<file path="src/rtl/riscv_cache_pkg.sv">
// Shared cache types and widths, used by the refill controller and the cache array.
package riscv_cache_pkg;

    localparam int ADDR_WIDTH          = 32;
    localparam int DATA_WIDTH          = 32;
    localparam int TAG_WIDTH           = 24;
    localparam int CACHE_ADDRESS_WIDTH = 4;
    localparam int LINE_WORDS          = 4;
    localparam int CACHE_DATA_WIDTH    = 1 + TAG_WIDTH + LINE_WORDS * DATA_WIDTH;

    typedef enum logic [2:0] {
        IDLE,
        REQ,
        WAIT,
        FILL,
        DRAIN
    } refill_state_t;

    // word[0] sits in the least significant bits; slots are by block offset
    typedef struct packed {
        logic                                 valid;
        logic [TAG_WIDTH-1:0]                 tag;
        logic [LINE_WORDS-1:0][DATA_WIDTH-1:0] word;
    } cache_entry_t;

endpackage

</file>
<file path="src/rtl/cache_refill_ctrl.sv">
// Read-miss refill: fetches the 4-word line critical word first, forwards the
// critical word early, then presents the whole entry for one array write.
//
// state | meaning
// IDLE  | no refill; miss_ack follows miss_req
// REQ   | mem_req raised for the next word until granted
// WAIT  | granted word outstanding; waiting for its read data
// FILL  | complete entry on fill_line until the cache takes it
// DRAIN | flushed with a read still outstanding; discard that one response
module cache_refill_ctrl
    import riscv_cache_pkg::*;
(
    input  logic                           clk,
    input  logic                           rst_n,
    input  logic                           miss_req,
    input  logic [ADDR_WIDTH-1:0]          miss_addr,
    output logic                           miss_ack,
    output logic                           busy,
    input  logic                           flush,
    output logic                           mem_req,
    output logic [ADDR_WIDTH-1:0]          mem_addr,
    input  logic                           mem_gnt,
    input  logic                           mem_rvalid,
    input  logic [DATA_WIDTH-1:0]          mem_rdata,
    output logic                           crit_valid,
    output logic [DATA_WIDTH-1:0]          crit_data,
    output logic                           fill_valid,
    output logic [CACHE_ADDRESS_WIDTH-1:0] fill_set,
    output logic [CACHE_DATA_WIDTH-1:0]    fill_line,
    input  logic                           fill_ready
);

    refill_state_t state, state_nxt;

    logic [TAG_WIDTH-1:0]                  tag_q;
    logic [CACHE_ADDRESS_WIDTH-1:0]        set_q;
    logic [1:0]                            start_q;
    logic [1:0]                            cnt_q;
    logic [LINE_WORDS-1:0][DATA_WIDTH-1:0] buf_q;
    logic                                  crit_valid_q;
    logic [DATA_WIDTH-1:0]                 crit_data_q;

    logic [1:0]   slot;
    logic         accept;
    logic         capture;
    cache_entry_t entry;
    logic         byte_offset_unused;

    // offset of the word in flight; 2-bit add gives the mod-4 wrap
    assign slot    = start_q + cnt_q;
    assign accept  = (state == IDLE) && miss_req;
    assign capture = (state == WAIT) && mem_rvalid && !flush;
    assign entry   = {1'b1, tag_q, buf_q};
    assign byte_offset_unused = ^miss_addr[1:0];

    // state register
    always_ff @(posedge clk or negedge rst_n) begin
        if (!rst_n) state <= IDLE;
        else        state <= state_nxt;
    end

    // next state and acknowledge; flush overrides every other event
    always_comb begin
        state_nxt = state;
        miss_ack  = 1'b0;
        case (state)
            IDLE: begin
                miss_ack = miss_req;
                if (miss_req) state_nxt = REQ;
            end
            REQ: begin
                if (flush)        state_nxt = mem_gnt ? DRAIN : IDLE;
                else if (mem_gnt) state_nxt = WAIT;
            end
            WAIT: begin
                // a response landing together with flush is already consumed
                if (flush)           state_nxt = mem_rvalid ? IDLE : DRAIN;
                else if (mem_rvalid) state_nxt = (cnt_q == 2'd3) ? FILL : REQ;
            end
            FILL: begin
                if (flush || fill_ready) state_nxt = IDLE;
            end
            DRAIN: begin
                if (mem_rvalid) state_nxt = IDLE;
            end
            default: state_nxt = IDLE;
        endcase
    end

    // miss context, word buffer and the early critical-word pulse
    always_ff @(posedge clk or negedge rst_n) begin
        if (!rst_n) begin
            tag_q        <= '0;
            set_q        <= '0;
            start_q      <= '0;
            cnt_q        <= '0;
            buf_q        <= '0;
            crit_valid_q <= 1'b0;
            crit_data_q  <= '0;
        end else begin
            crit_valid_q <= capture && (cnt_q == 2'd0);
            if (accept) begin
                tag_q   <= miss_addr[31:8];
                set_q   <= miss_addr[7:4];
                start_q <= miss_addr[3:2];
                cnt_q   <= 2'd0;
            end
            if (capture) begin
                buf_q[slot] <= mem_rdata;
                if (cnt_q == 2'd0) crit_data_q <= mem_rdata;
                if (cnt_q != 2'd3) cnt_q <= cnt_q + 2'd1;
            end
        end
    end

    assign busy       = (state != IDLE);
    assign mem_req    = (state == REQ);
    assign mem_addr   = (state == REQ) ? {tag_q, set_q, slot, 2'b00} : '0;
    assign crit_valid = crit_valid_q;
    assign crit_data  = crit_data_q;
    assign fill_valid = (state == FILL);
    assign fill_set   = (state == FILL) ? set_q : '0;
    assign fill_line  = (state == FILL) ? entry : '0;

endmodule

</file>
<file path="config.mk">
export PLATFORM = sky130hd
export DESIGN_NAME = cache_refill_ctrl
export DESIGN_NICKNAME = d
export VERILOG_FILES = /design/src/rtl/riscv_cache_pkg.sv /design/src/rtl/cache_refill_ctrl.sv
export SDC_FILE = /design/constraint.sdc
export NUM_CORES = 1
export LEC_CHECK = 0
export ABC_AREA = 1
export CAP_MARGIN = 30
export CELL_PAD_IN_SITES_DETAIL_PLACEMENT = 1
export CELL_PAD_IN_SITES_GLOBAL_PLACEMENT = 1
export CORE_MARGIN = 2
export CORE_UTILIZATION = 33
export DETAILED_ROUTE_END_ITERATION = 10
export HOLD_SLACK_MARGIN = 0.12
export PLACE_DENSITY = 0.92
export SETUP_SLACK_MARGIN = 0.3
export SYNTH_ARGS = -nofsm -noshare
export SYNTH_HDL_FRONTEND = slang
export SYNTH_SLANG_ARGS = --single-unit
</file>
<file path="constraint.sdc">
create_clock -name clk -period 2.15 [get_ports clk]
set_clock_uncertainty 0.15 [all_clocks]
set_input_delay 0.5375 -clock clk [delete_from_list [all_inputs] [get_ports clk]]
set_output_delay 0.5375 -clock clk [all_outputs]
set_load 0.02 [all_outputs]
</file>
==> Word level (Yosys, flattened, before mapping) <==
Cells that the tools add are included.
Widths: inputs -> output; s select.
{ "word_totals": {"in_bits": 71, "out_inout_bits": 226, "regBits": 196, "elab_cells": 59} }
{ "op_classes": {"n_mux": 21, "n_lt_le_gt_ge": 2, "eq_ne": 11, "n_reduce_logical": 12, "n_addsub": 2} }
{ "op_table": {"columns": ["op", "n"], "rows": [
  ["$mux 153", 1],
  ["$bwmux 128", 1],
  ["$demux 32 s2", 1],
  ["$mux 32", 2],
  ["$mux 3", 9],
  ["$pmux 3 s5", 1],
  ["$mux 2", 4],
  ["$eq 3x2->1 const B", 2],
  ["$ne 2x2->1 const B", 3],
  ["$logic_and 1x1->1", 5],
  ["$reduce_and 5->1", 1],
  ["$mux 4", 1],
  ["$eq 3x1->1 const B", 1],
  ["$eq 3x3->1 const B", 1],
  ["$logic_not 3->1", 1],
  ["$lt 2x3->1 const B", 1],
  ["$ne 3x2->1 const B", 1],
  ["$ne 3x3->1 const B", 1],
  ["$reduce_bool 3->1", 1],
  ["$add 2x1->2 const B", 1],
  ["$add 2x2->2", 1],
  ["$eq 2x2->1 const B", 1],
  ["$ge 2x1->1 const B", 1],
  ["$logic_not 2->1", 1],
  ["5 further kinds", 5]
]} }

==> Longest topological paths before layout <==
{ "logic_depth": {"word_depth": 6, "mapped_depth": 10, "mapped_depth_nobuf": 9} }

==> Least setup slack after synthesis <==
Ideal clock, no wire load.
{ "synth_path": {"path_kind": "flip-flop to output port", "startpoint": "register state[1]", "endpoint": "output port fill_line[33]", "path_buffers": 2, "arrival_ns": 1.651, "required_ns": 1.462, "stages_incl_launch_ff": 7, "path_slack_ns": -0.189, "cell_sequence": "dfrtp_1 nand2_1 nor2_1 inv_1 clkbuf_1 clkbuf_1 nor2_1"} }
{ "synth_via": {"elab_chain_cells": 2} }
{ "synth_lines": {"columns": ["item", "line_no", "rtl"], "rows": [
  ["start: declaration", "cache_refill_ctrl.sv:33", "refill_state_t state, state_nxt;"],
  ["start signal: assignment", "cache_refill_ctrl.sv:59", "else state <= state_nxt;"],
  ["$eq 3x2->1", null, null],
  ["via fill_valid", "cache_refill_ctrl.sv:27", "output logic fill_valid,"],
  ["$mux 153", "cache_refill_ctrl.sv:123", "assign fill_line = (state == FILL) ? entry : '0;"],
  ["end: declaration", "cache_refill_ctrl.sv:29", "output logic [CACHE_DATA_WIDTH-1:0] fill_line,"]
]} }
The timed path passes the listed nets, and every way through them passes these cells.

==> Worst setup path after layout <==
{ "layout_path": {"startpoint": "register state[2]", "endpoint": "output port fill_line[0]"} }
{ "layout_via": {"elab_chain_cells": 2} }
{ "layout_lines": {"columns": ["item", "line_no"], "rows": [
  ["$eq 3x2->1", "cache_refill_ctrl.sv:123"],
  ["$mux 153", "cache_refill_ctrl.sv:123"]
]} }
Every way passes these cells.

==> results.yml <==
synthesis:
  syn_inst: 1229
  yosysTopAreaCell: "dfrtp_1"
  yosysUniqueCellTypes: 20
  synth_edf_count: 0
  synth_top_family_by_area: "simple AND/OR/NAND/NOR gates"
  synth_mux_area_frac: 0
  yosysTopAreaCellShare: 0.5354
  synthTopCellsByCount: "nand2_1, dfrtp_1, nor2_1"
  synthXorXnorAreaFrac: 0
  ys_seq_area_frac: 0.5354
  synth_simple_gate_area_frac: 0.3315
  synth.avg_cell_area_um2: 7.454
  synth.most_common_cell: "nand2_1"
  syn_area_um2: 9161
  synthFlopType: "dfrtp_1"
  async_flop_share: 1.000
  synth_fa_ha_area_frac: 0.004097
  synth.area.top_cells: "dfrtp_1, nand2_1, nor2_1"
  yosys_warnings: 0
  synth-compound-area-share: 0.01789
  ys_seq_elements: 196
power_and_ir_drop:
  p_leak_nw: 6.829
  power_density_nw_per_um2: 1159
  ir_drop_v: 0.0005258
clock_network:
  cts_sinks: 196
  cts_tree: "built"
  cts.path.max_buffers: 2
  cts_root_buf: "clkbuf_16"
  htree_levels: 4
  numCtsBuffers: 17
  clk_latency_ns: 0.43
  clk_pin_slew_ns: 0.08
setup_path:
  cpMostUsedCell: "nor2_4"
  rr_startpoint: "start_q[0]$_DFFE_PN0P_"
  crit_slowest_cell: "dfrtp_2"
  crit_required_ns: 1.46
  crit_fanout: 28
  end_kind: "output pin"
  r2r_end: "buf_q[120]$_DFFE_PN0P_"
  r2r_setup_slack_ns: -0.01
  crit_family: "buffers and inverters"
  max_stage_delay_ns: 0.46
  worstSetupPathType: "flip-flop to output pin"
  worstPathArrival_ns: 1.79
  r2r_cells: 7
  startpoint_type: "flip-flop"
  crit_buf_inv: 3
  cp_num_cells: 5
  endpoint: "fill_line[0]"
  critPathLaunch: "state[2]$_DFFE_PN0P_"
  worstPathCellList: "nor2_4 > inv_8 > buf_12 > nor2_4 > clkdlybuf4s15_2"
final_layout:
  layout.nets: 1604
  syn_to_final_growth_pct: 51.75
  fin_cells: 1915
  drive_above_1_share: 0.2696
  n_antenna_cell: 0
drt:
  routedWlPerCell_um: 18.69
  drc: 0
  drtIter0Drc: 435
  vias_per_cell: 4.829
  wl_mm: 35.78
  drt_first_pass_iters: 4
  vias: 9248
  ant_nets: 0
min_path:
  min_path_type: "flip-flop to flip-flop"
placed_design:
  dp_slack_ns: -0.4009
  io_buffers: 292
  dp.cells: 1879
  place.gp.congestion: 0.8301
  hpwl_mm: 25.92
floorplanning:
  die_h_um: 170.6
  start_util: 0.3380
  dieArea_um2: 29110
  placeableCoreArea_um2: 27100
  die_width_um: 170.6
  ioPinCount: 297
  num_rows: 60
global_routing:
  grt-ovfl-total: 0
  grt_pass1_vias: 10071
  grt_pass1_wl_mm: 55.57
  grt_usage: 0.2466
  antenna_found_initial: 0
  grt_max_degree: 68
timing:
  rsz0062_at_grt: "true"
  setup_viol: 196
  setup_ws_ns: -0.3309
  period_share: 1.154
  drv_slew: 0
  fmax_ghz: 0.4031
  finalHoldViolCount: 0
  min_period_ns: 2.481
outcome:
  status: "complete, but fails checks"
  violations: "setup timing"
flow_run:
  maxCapViolCount: 0
## worst register-to-register path, delay by kind of cell (launching register included)
family | cells | cell delay, ns
buf+inv | 2 | 0.59
fa+ha+maj | 1 | 0.37
simple gates | 4 | 0.58
flops | 1 | 0.40
## power breakdown
group	internal [mW]	total [mW]	switching (mW)
combinational	2.46	7.22	4.76
sequential	5.00	5.72	0.724
clock	1.56	3.16	1.61
## logic make-up after synthesis
kind of cell | after synthesis
buffers and inverters | 245
adders and majority gates | 3
DFF | 196
AOI/OAI and AO/OA | 32
other | 1
and+or+nand+nor | 752
## per-layer routing
metal / vias to the layer above / GRT usage / part of all wire
met3: 53 / 0.06176 / 0.070
met5: - / 0 / 0
met1: 4615 / 0.2843 / 0.39
met2: 312 / 0.4492 / 0.51
li1: 4268 / - / -
met4: 0 / 0.07432 / 0.024
## timing repair
action                                  in CTS  in global routing
endpoints found under the setup margin     381                417
hold endpoints to repair                    45                  0
hold buffers                                 1                  0
pin swaps                                    3                  1
buffers inserted                             2                  1
resized for setup                          741                137
## final cells by class
type                    instances  area, um^2
repair buffers                355        3253
fillers                      3245       13200
clock inverters                13       138.9
flip-flops and latches        196        4906
well taps                     372       465.4
inverters                     171       654.4
clock buffers                  19       432.9
multi-input cells             789        4051
## placed cells by master (no fill, tap or decap)
cell	synthesis	final
buf_12	0	21
buf_2	37	37
buf_4	13	139
buf_6	0	9
buf_8	0	1
clkbuf_1	20	2
clkbuf_16	0	17
clkbuf_2	0	2
clkbuf_4	0	10
clkbuf_8	0	1
clkdlybuf4s15_2	0	32
clkdlybuf4s50_1	0	100
clkinv_4	0	5
clkinv_8	0	2
conb_1	1	2
dfrtp_1	196	195
dfrtp_2	0	1
dlygate4sd2_1	0	2
dlygate4sd3_1	0	1
ha_1	3	2
ha_2	0	1
inv_1	167	165
inv_2	2	4
inv_6	0	3
inv_8	0	5
nand2_1	475	471
nand2_2	1	5
nand3_1	13	7
nand3_2	0	6
nand3b_1	1	1
nand4_1	64	64
nand4_2	1	1
nor2_1	194	83
nor2_2	0	14
nor2_4	3	100
o21ai_0	31	31
o221ai_1	1	1
## metrics by stage
step                      total power, mW  hold WS (ns)  cell area (um^2)  setup TNS (ns)    util
after floorplan                     9.902       0.09191             10060               0       -
after global placement              12.53        0.3038             13650          -55.59  0.5038
after detailed placement            13.03        0.3082             13650          -77.17  0.5038
after CTS                           16.14        0.3261             14070          -56.19  0.5190
after global routing                17.09        0.3417             13900          -58.88  0.5130
final                               16.11        0.3203             13900          -39.42  0.5130
## worst min-delay path by stage
stage / start / to / slack [ns] / depth (start not counted)
after floorplan: rst_n / buf_q[0]$_DFFE_PN0P_ / 0.09 / 0
after global placement: buf_q[33]$_DFFE_PN0P_ / buf_q[33]$_DFFE_PN0P_ / 0.30 / 2
after detailed placement: buf_q[82]$_DFFE_PN0P_ / buf_q[82]$_DFFE_PN0P_ / 0.31 / 2
after CTS: buf_q[8]$_DFFE_PN0P_ / buf_q[8]$_DFFE_PN0P_ / 0.33 / 2
after global routing: buf_q[8]$_DFFE_PN0P_ / buf_q[8]$_DFFE_PN0P_ / 0.34 / 2
final: buf_q[104]$_DFFE_PN0P_ / buf_q[104]$_DFFE_PN0P_ / 0.32 / 2
## state kept, by name (all words and copies together), names as in the netlist
| signal | cells |
|---|---|
| buf_q | 128 |
| crit_data | 32 |
| tag_q | 24 |
| set_q | 4 |
| state | 3 |
| cnt_q | 2 |
| start_q | 2 |
| crit_valid | 1 |
Note: power is estimated with default switching activity, not from simulation.
